===== src/rtl/hazard_ctrl_unit.sv =====
// Hazard controller: forwarding selects, load-use stall, branch flush, data-memory freeze, perf counters.
// Controls are combinational from the current pipeline fields; only the freeze FSM and counters are registered.
module hazard_ctrl_unit #(
    parameter int REG_ADDR_W = 5,
    parameter int MEM_LAT    = 1,
    parameter int CNT_W      = 16
) (
    input  logic                  CLK,
    input  logic                  RST,
    input  logic [REG_ADDR_W-1:0] Id_Rs,
    input  logic [REG_ADDR_W-1:0] Id_Rt,
    input  logic                  Id_UsesRt,
    input  logic [REG_ADDR_W-1:0] Ex_Rs,
    input  logic [REG_ADDR_W-1:0] Ex_Rt,
    input  logic                  Ex_MemRead,
    input  logic [REG_ADDR_W-1:0] Mem_Rd,
    input  logic                  Mem_RegWrite,
    input  logic                  Mem_MemRead,
    input  logic                  Mem_MemWrite,
    input  logic                  Mem_PCSrc,
    input  logic [REG_ADDR_W-1:0] Wb_Rd,
    input  logic                  Wb_RegWrite,
    output logic [1:0]            ForwardA,
    output logic [1:0]            ForwardB,
    output logic                  PCWrite,
    output logic                  IF_ID_Write,
    output logic                  Control_Unit_Sel,
    output logic                  Flush,
    output logic                  Freeze,
    output logic [CNT_W-1:0]      Stall_Count,
    output logic [CNT_W-1:0]      Flush_Count
);

    localparam logic [3:0] WAIT_LOAD = 4'((MEM_LAT >= 2) ? (MEM_LAT - 2) : 0);

    typedef enum logic {
        S_IDLE,
        S_WAIT
    } state_t;

    state_t           r_state;
    state_t           w_state_nxt;
    logic [3:0]       r_cnt;
    logic [3:0]       w_cnt_nxt;
    logic             w_freeze_fsm;
    logic             w_freeze;
    logic             w_flush;
    logic             w_load_use;
    logic             w_stall;
    logic [1:0]       w_fwd_a;
    logic [1:0]       w_fwd_b;
    logic [CNT_W-1:0] r_stall_cnt;
    logic [CNT_W-1:0] r_flush_cnt;

    // MEM has priority over WB so the youngest producer wins; $zero is never forwarded.
    always_comb begin
        w_fwd_a = 2'b00;
        w_fwd_b = 2'b00;
        if (Mem_RegWrite && Mem_Rd != '0 && Mem_Rd == Ex_Rs)
            w_fwd_a = 2'b10;
        else if (Wb_RegWrite && Wb_Rd != '0 && Wb_Rd == Ex_Rs)
            w_fwd_a = 2'b01;
        if (Mem_RegWrite && Mem_Rd != '0 && Mem_Rd == Ex_Rt)
            w_fwd_b = 2'b10;
        else if (Wb_RegWrite && Wb_Rd != '0 && Wb_Rd == Ex_Rt)
            w_fwd_b = 2'b01;
    end

    always_comb begin
        w_state_nxt  = r_state;
        w_cnt_nxt    = r_cnt;
        w_freeze_fsm = 1'b0;
        if (MEM_LAT > 1) begin
            case (r_state)
                S_IDLE: begin
                    if (Mem_MemRead || Mem_MemWrite) begin
                        w_freeze_fsm = 1'b1;
                        w_cnt_nxt    = WAIT_LOAD;
                        w_state_nxt  = S_WAIT;
                    end
                end
                S_WAIT: begin
                    if (r_cnt != 4'd0) begin
                        w_freeze_fsm = 1'b1;
                        w_cnt_nxt    = r_cnt - 4'd1;
                    end else begin
                        w_state_nxt = S_IDLE;
                    end
                end
                default: w_state_nxt = S_IDLE;
            endcase
        end
    end

    // Freeze outranks flush, flush outranks the load-use bubble.
    assign w_freeze   = RST && w_freeze_fsm;
    assign w_flush    = RST && Mem_PCSrc && !w_freeze;
    assign w_load_use = Ex_MemRead && Ex_Rt != '0 &&
                        (Ex_Rt == Id_Rs || (Id_UsesRt && Ex_Rt == Id_Rt));
    assign w_stall    = RST && w_load_use && !w_freeze && !w_flush;

    assign ForwardA         = RST ? w_fwd_a : 2'b00;
    assign ForwardB         = RST ? w_fwd_b : 2'b00;
    assign Freeze           = w_freeze;
    assign Flush            = w_flush;
    assign PCWrite          = !(w_freeze || w_stall);
    assign IF_ID_Write      = !(w_freeze || w_stall);
    assign Control_Unit_Sel = w_flush || w_stall;
    assign Stall_Count      = r_stall_cnt;
    assign Flush_Count      = r_flush_cnt;

    always_ff @(posedge CLK or negedge RST) begin
        if (!RST) begin
            r_state     <= S_IDLE;
            r_cnt       <= 4'd0;
            r_stall_cnt <= '0;
            r_flush_cnt <= '0;
        end else begin
            r_state <= w_state_nxt;
            r_cnt   <= w_cnt_nxt;
            if ((w_freeze || w_stall) && r_stall_cnt != '1)
                r_stall_cnt <= r_stall_cnt + 1'b1;
            if (w_flush && r_flush_cnt != '1)
                r_flush_cnt <= r_flush_cnt + 1'b1;
        end
    end

endmodule

===== config.mk =====
export PLATFORM = sky130hd
export DESIGN_NAME = hazard_ctrl_unit
export DESIGN_NICKNAME = d
export VERILOG_FILES = /design/src/rtl/hazard_ctrl_unit.sv
export SDC_FILE = /design/constraint.sdc
export NUM_CORES = 1
export LEC_CHECK = 0
export BUFFER_PORTS_ARGS = -buffer_cell sky130_fd_sc_hd__buf_2
export CAP_MARGIN = 5
export CELL_PAD_IN_SITES_DETAIL_PLACEMENT = 0
export CELL_PAD_IN_SITES_GLOBAL_PLACEMENT = 1
export CORE_UTILIZATION = 39
export DETAILED_ROUTE_END_ITERATION = 12
export GPL_TIMING_DRIVEN = 0
export PLACE_DENSITY = 0.85
export SLEW_MARGIN = 5
export SYNTH_ARGS = -nofsm -noshare
export SYNTH_HDL_FRONTEND = slang
export SYNTH_SLANG_ARGS = --single-unit

===== constraint.sdc =====
create_clock -name CLK -period 3.51 [get_ports CLK]
set_clock_uncertainty 0.05 [all_clocks]
set_input_delay 0.1755 -clock CLK [delete_from_list [all_inputs] [get_ports CLK]]
set_output_delay 0.1755 -clock CLK [all_outputs]
set_load 0.05 [all_outputs]

# [After elaboration in Yosys (flattened, before gate mapping)]
# Index checks and enable logic that the tools add are counted.
[totals] inputBits=39 elab_cells=39 reg_bits=32
[classes] n_eq_ne=8 add_sub_neg=2 n_mux=6 reduce_logical=21
[op_table] cell="16-bit by 1-bit adder with 16-bit output, second input constant" n=2
[op_table] cell="16-bit != test, second input constant" n=2
[op_table] cell="5-bit == test" n=6
[op_table] cell="5-bit nonzero test" n=3
[op_table] cell="1-bit logical AND" n=14
[op_table] cell="2-bit two-way mux" n=4
[op_table] cell="1-bit logical NOT" n=2
[op_table] cell="1-bit logical OR" n=2
[op_table] cell="1-bit two-way mux" n=2

# [Logic depth before layout (Yosys ltp)]
[depth] word_depth=7 depth_mapped=7 ltp_nobuf=6

# [Worst setup path before layout]
# OpenSTA, ideal clock, no wires.
[synth_timing] path_type="input -> output" startpoint="input Mem_Rd[1]" endpoint="output ForwardA[0]" stages=4 setup_slack_ns=0.758 arrival_time_ns=2.527 cell_sequence="or4_1 o21ai_0 nor4_1 nor4_1"
[synth_between] elab_chain_cells=5 word_cells_on_any_way=6
[synth_lines] item="start, declared" line="16" rtl="input logic [REG_ADDR_W-1:0] Mem_Rd,"
[synth_lines] item="5-bit nonzero test" line="59" rtl="if (Mem_RegWrite && Mem_Rd != '0 && Mem_Rd == Ex_Rs)"
[synth_lines] item="1-bit logical AND" line="59"
[synth_lines] item="1-bit logical AND (*)" line="59"
[synth_lines] item="2-bit two-way mux (*)" line="59"
[synth_lines] item="2-bit two-way mux (*)" line="102" rtl="assign ForwardA = RST ? w_fwd_a : 2'b00;"
[synth_lines] item="end, declared" line="23" rtl="output logic [1:0] ForwardA,"
# Every way passes the cells marked *; elsewhere a longest branch is shown, timed or not.

# [Worst setup path in the final report]
[layout_timing] startpoint="input RST" endpoint="output ForwardA[0]"
[layout_between] elab_chain_cells=1
[layout_lines] item="start, declared" line="9" rtl="input logic RST,"
[layout_lines] item="2-bit two-way mux" line="102"
# No other way between the ends.

==> flow_summary.json <==
{
  "status": "completed",
  "wl_um": 4620,
  "p_sw_share_pct": 39.8,
  "rr_startpoint": "Stall_Count[0]",
  "yosysSeqAreaShare_pct": 38.6,
  "drt_iter0_drc": 71,
  "start_kind": "input port",
  "h-tree-depth": 2,
  "area_growth_pct": 25.5,
  "p_switching_mw": 0.432,
  "dieArea_um2": 5620,
  "timing.final.crit_share_pct": 80.9,
  "rsz0062_at_grt": "false",
  "dp_cells": 347,
  "overflow": 0,
  "cts_buffers": 5,
  "synth_nets": 247,
  "leakagePower_nw": 1.27,
  "min-delay-start": "Mem_PCSrc",
  "syn_area_per_cell_um2": 10.1,
  "drc_errors": 0,
  "antenna_left": 0,
  "die-height_um": 75.0,
  "worstMarginPinSlew_ns": 0.823,
  "clk_latency_ns": 0.28,
  "r2r_slack_ns": 1.29,
  "drv_slew": 0,
  "rows": 26,
  "yosysUniqueCellTypes": 41,
  "cp-end-kind": "primary output",
  "finalSetupTns_ns": 0,
  "worstReg2RegEnd": "Stall_Count[1]",
  "portBuffers": 71,
  "fin_util_pct": 51.1,
  "whs_endpoint": "Flush_Count[7]",
  "crit_required_ns": 3.28,
  "cts_root_buf": "clkbuf_8",
  "fin_crit_ns": 2.84,
  "reg2reg_depth": 7,
  "crit_type": "in2out",
  "die_width_um": 75.0,
  "num-fill-cells": 502,
  "power_frac_comb_pct": 32.9,
  "cap_violations": 0,
  "clk_pin_slew_ns": 0.06,
  "placement.cell_area_um2": 2520,
  "internal_power_mw": 0.654,
  "crit_fanout": 38,
  "routabilityCongestion": 0.757,
  "setup_violations": 0,
  "antenna_found_initial": 0,
  "yosysWarnings": 0,
  "peakVddDrop_uv": 188,
  "hold_slack_ns": 0.341,
  "firstDrtPassIters": 4,
  "grt_max_degree": 39,
  "drive_gt1_share_pct": 36.5,
  "cts_resized": 0,
  "cts_tree": "built",
  "seq_area_um2": 801,
  "clk_path_buf_depth": 2,
  "grt_use_total_pct": 17.4,
  "multi_input_area_um2": 1200,
  "final_cells": 355,
  "vias": 1764,
  "vias_per_cell": 4.97,
  "synth_cells": 206,
  "final_nets": 326,
  "syn_area_um2": 2080,
  "cts_hold_buf": 1,
  "fmax_mhz": 352,
  "design_area_um2": 2610,
  "antenna-diode-count": 0,
  "ys_seq_elements": 32,
  "grt_pass1_wl_um": 7440,
  "powerDensity_nw_per_um2": 416,
  "power_frac_clock_pct": 24.6,
  "core_um2": 5110,
  "start_util_pct": 40.7,
  "p_seq_share_pct": 42.5,
  "ios": 80,
  "min_path_type": "in2reg",
  "first_global_vias": 1632,
  "hold_depth": 6,
  "hold_viol": 0,
  "cp.arrival_ns": 2.61,
  "slew_headroom_pct": 45.2,
  "drt-wirelength-per-cell_um": 13.0,
  "cts.sinks": 32,
  "cts_setup_buffers": 0,
  "dpl.hpwl_um": 3540
}
## state kept, by name, indices dropped and copies added, names as in the netlist
signal,count
Flush_Count,16
Stall_Count,16
## metal layers
metal | vias up | routed length (um) | global-route usage (%) | share of wire [%]
met5 | - | 0 | 0 | 0
met4 | 0 | 44 | 4.40 | 0.95
met3 | 5 | 237 | 4.95 | 5.1
met2 | 54 | 2250 | 29.4 | 49
met1 | 827 | 2090 | 21.8 | 45
li1 | 878 | - | - | -
## power groups by stage
stage,logic (mW),registers [mW],clock network [mW]
3_3_place_gp,0.354,0.466,0
3_5_place_dp,0.360,0.469,0
6_report,0.358,0.461,0.267
5_1_grt,0.387,0.469,0.294
4_1_cts,0.362,0.461,0.276
2_1_floorplan,0.117,0.604,0
## worst max-delay path, cell delays in order
cell           delay (ns)
dlygate4sd3_1        0.52
buf_2                0.65
o211ai_1             0.21
or4_1                0.56
nor4_1               0.17
buf_2                0.31
## final cells by class
cell class                 count  area share (%)
tap                           70            3.36
clock inverter                 1           0.192
buffer                        11            2.50
inverter                       3           0.432
sequential                    32            30.7
clock buffer                   6            2.78
multi-input combinational    160            46.0
timing repair buffer          72            14.0
## metrics by stage
step	power, mW	worst slack, ns
floorplan	0.721	0.758
global placement	0.820	1.15
detailed placement	0.828	1.15
CTS	1.10	0.592
global route	1.15	0.416
finish	1.09	0.670
## placed cells by master (no fill, tap or decap), types with 4 or more instances in the layout
| cell type | synthesis | layout |
|---|---|---|
| buf_2 | 7 | 78 |
| and4_1 | 6 | 6 |
| clkbuf_8 | 0 | 5 |
| and3_2 | 4 | 4 |
| nand2_1 | 16 | 16 |
| dfrtp_1 | 32 | 32 |
| xnor2_1 | 36 | 36 |
| xor2_1 | 22 | 22 |
| nor4_1 | 6 | 6 |
| nand4_1 | 10 | 10 |
| nor2_1 | 4 | 4 |
| nand3_1 | 16 | 16 |
| or4_1 | 5 | 5 |
## synthesized netlist by cell type (all sizes together)
library cell / instances / share of area [%]
nand3: 17 / 4.3
inv: 3 / 0.54
nand2b: 1 / 0.66
nand2: 16 / 2.9
buf: 11 / 3.1
o211ai: 2 / 0.72
ha: 2 / 1.2
xor2: 22 / 9.3
o22ai: 1 / 0.30
nand4: 11 / 3.6
and2: 3 / 0.90
o211a: 1 / 0.48
o21a: 1 / 0.36
o31a: 1 / 0.48
or4b: 1 / 0.66
or3: 1 / 0.30
dfrtp: 32 / 39
mux2: 2 / 1.1
or4: 6 / 2.3
nand4b: 2 / 0.84
nor4b: 1 / 0.72
and4: 7 / 3.1
nor4: 6 / 1.8
and3: 7 / 2.3
a211oi: 1 / 0.60
o21ai: 1 / 0.24
a21oi: 1 / 0.42
nor3: 2 / 0.48
nor3b: 2 / 0.72
conb: 1 / 0.18
xnor2: 37 / 16
nor2: 4 / 0.72
## kinds of logic (layout without fill, tap and decap cells)
kind of cell	after synthesis	in the layout	share of synthesized area [%]
DFF	32	32	38.6
AOI/OAI and AO/OA	9	9	3.61
buffers and inverters	14	93	3.67
muxes	2	2	1.08
other	1	1	0.181
and+or+nand+nor	87	87	26.4
xor gates and xnor gates	59	59	25.2
adders and majority gates	2	2	1.20
## worst max path at each step
stage	endpoint	cells past startpoint	from	slack, ns
after global placement	ForwardB[0]	5	RST	1.15
after CTS	ForwardA[0]	6	RST	0.59
after floorplan	ForwardA[0]	4	Mem_Rd[1]	0.76
after global routing	ForwardA[0]	6	RST	0.42
final	ForwardA[0]	6	RST	0.67
after detailed placement	ForwardA[0]	5	RST	1.15
Note: power is estimated with default switching activity, not from simulation.
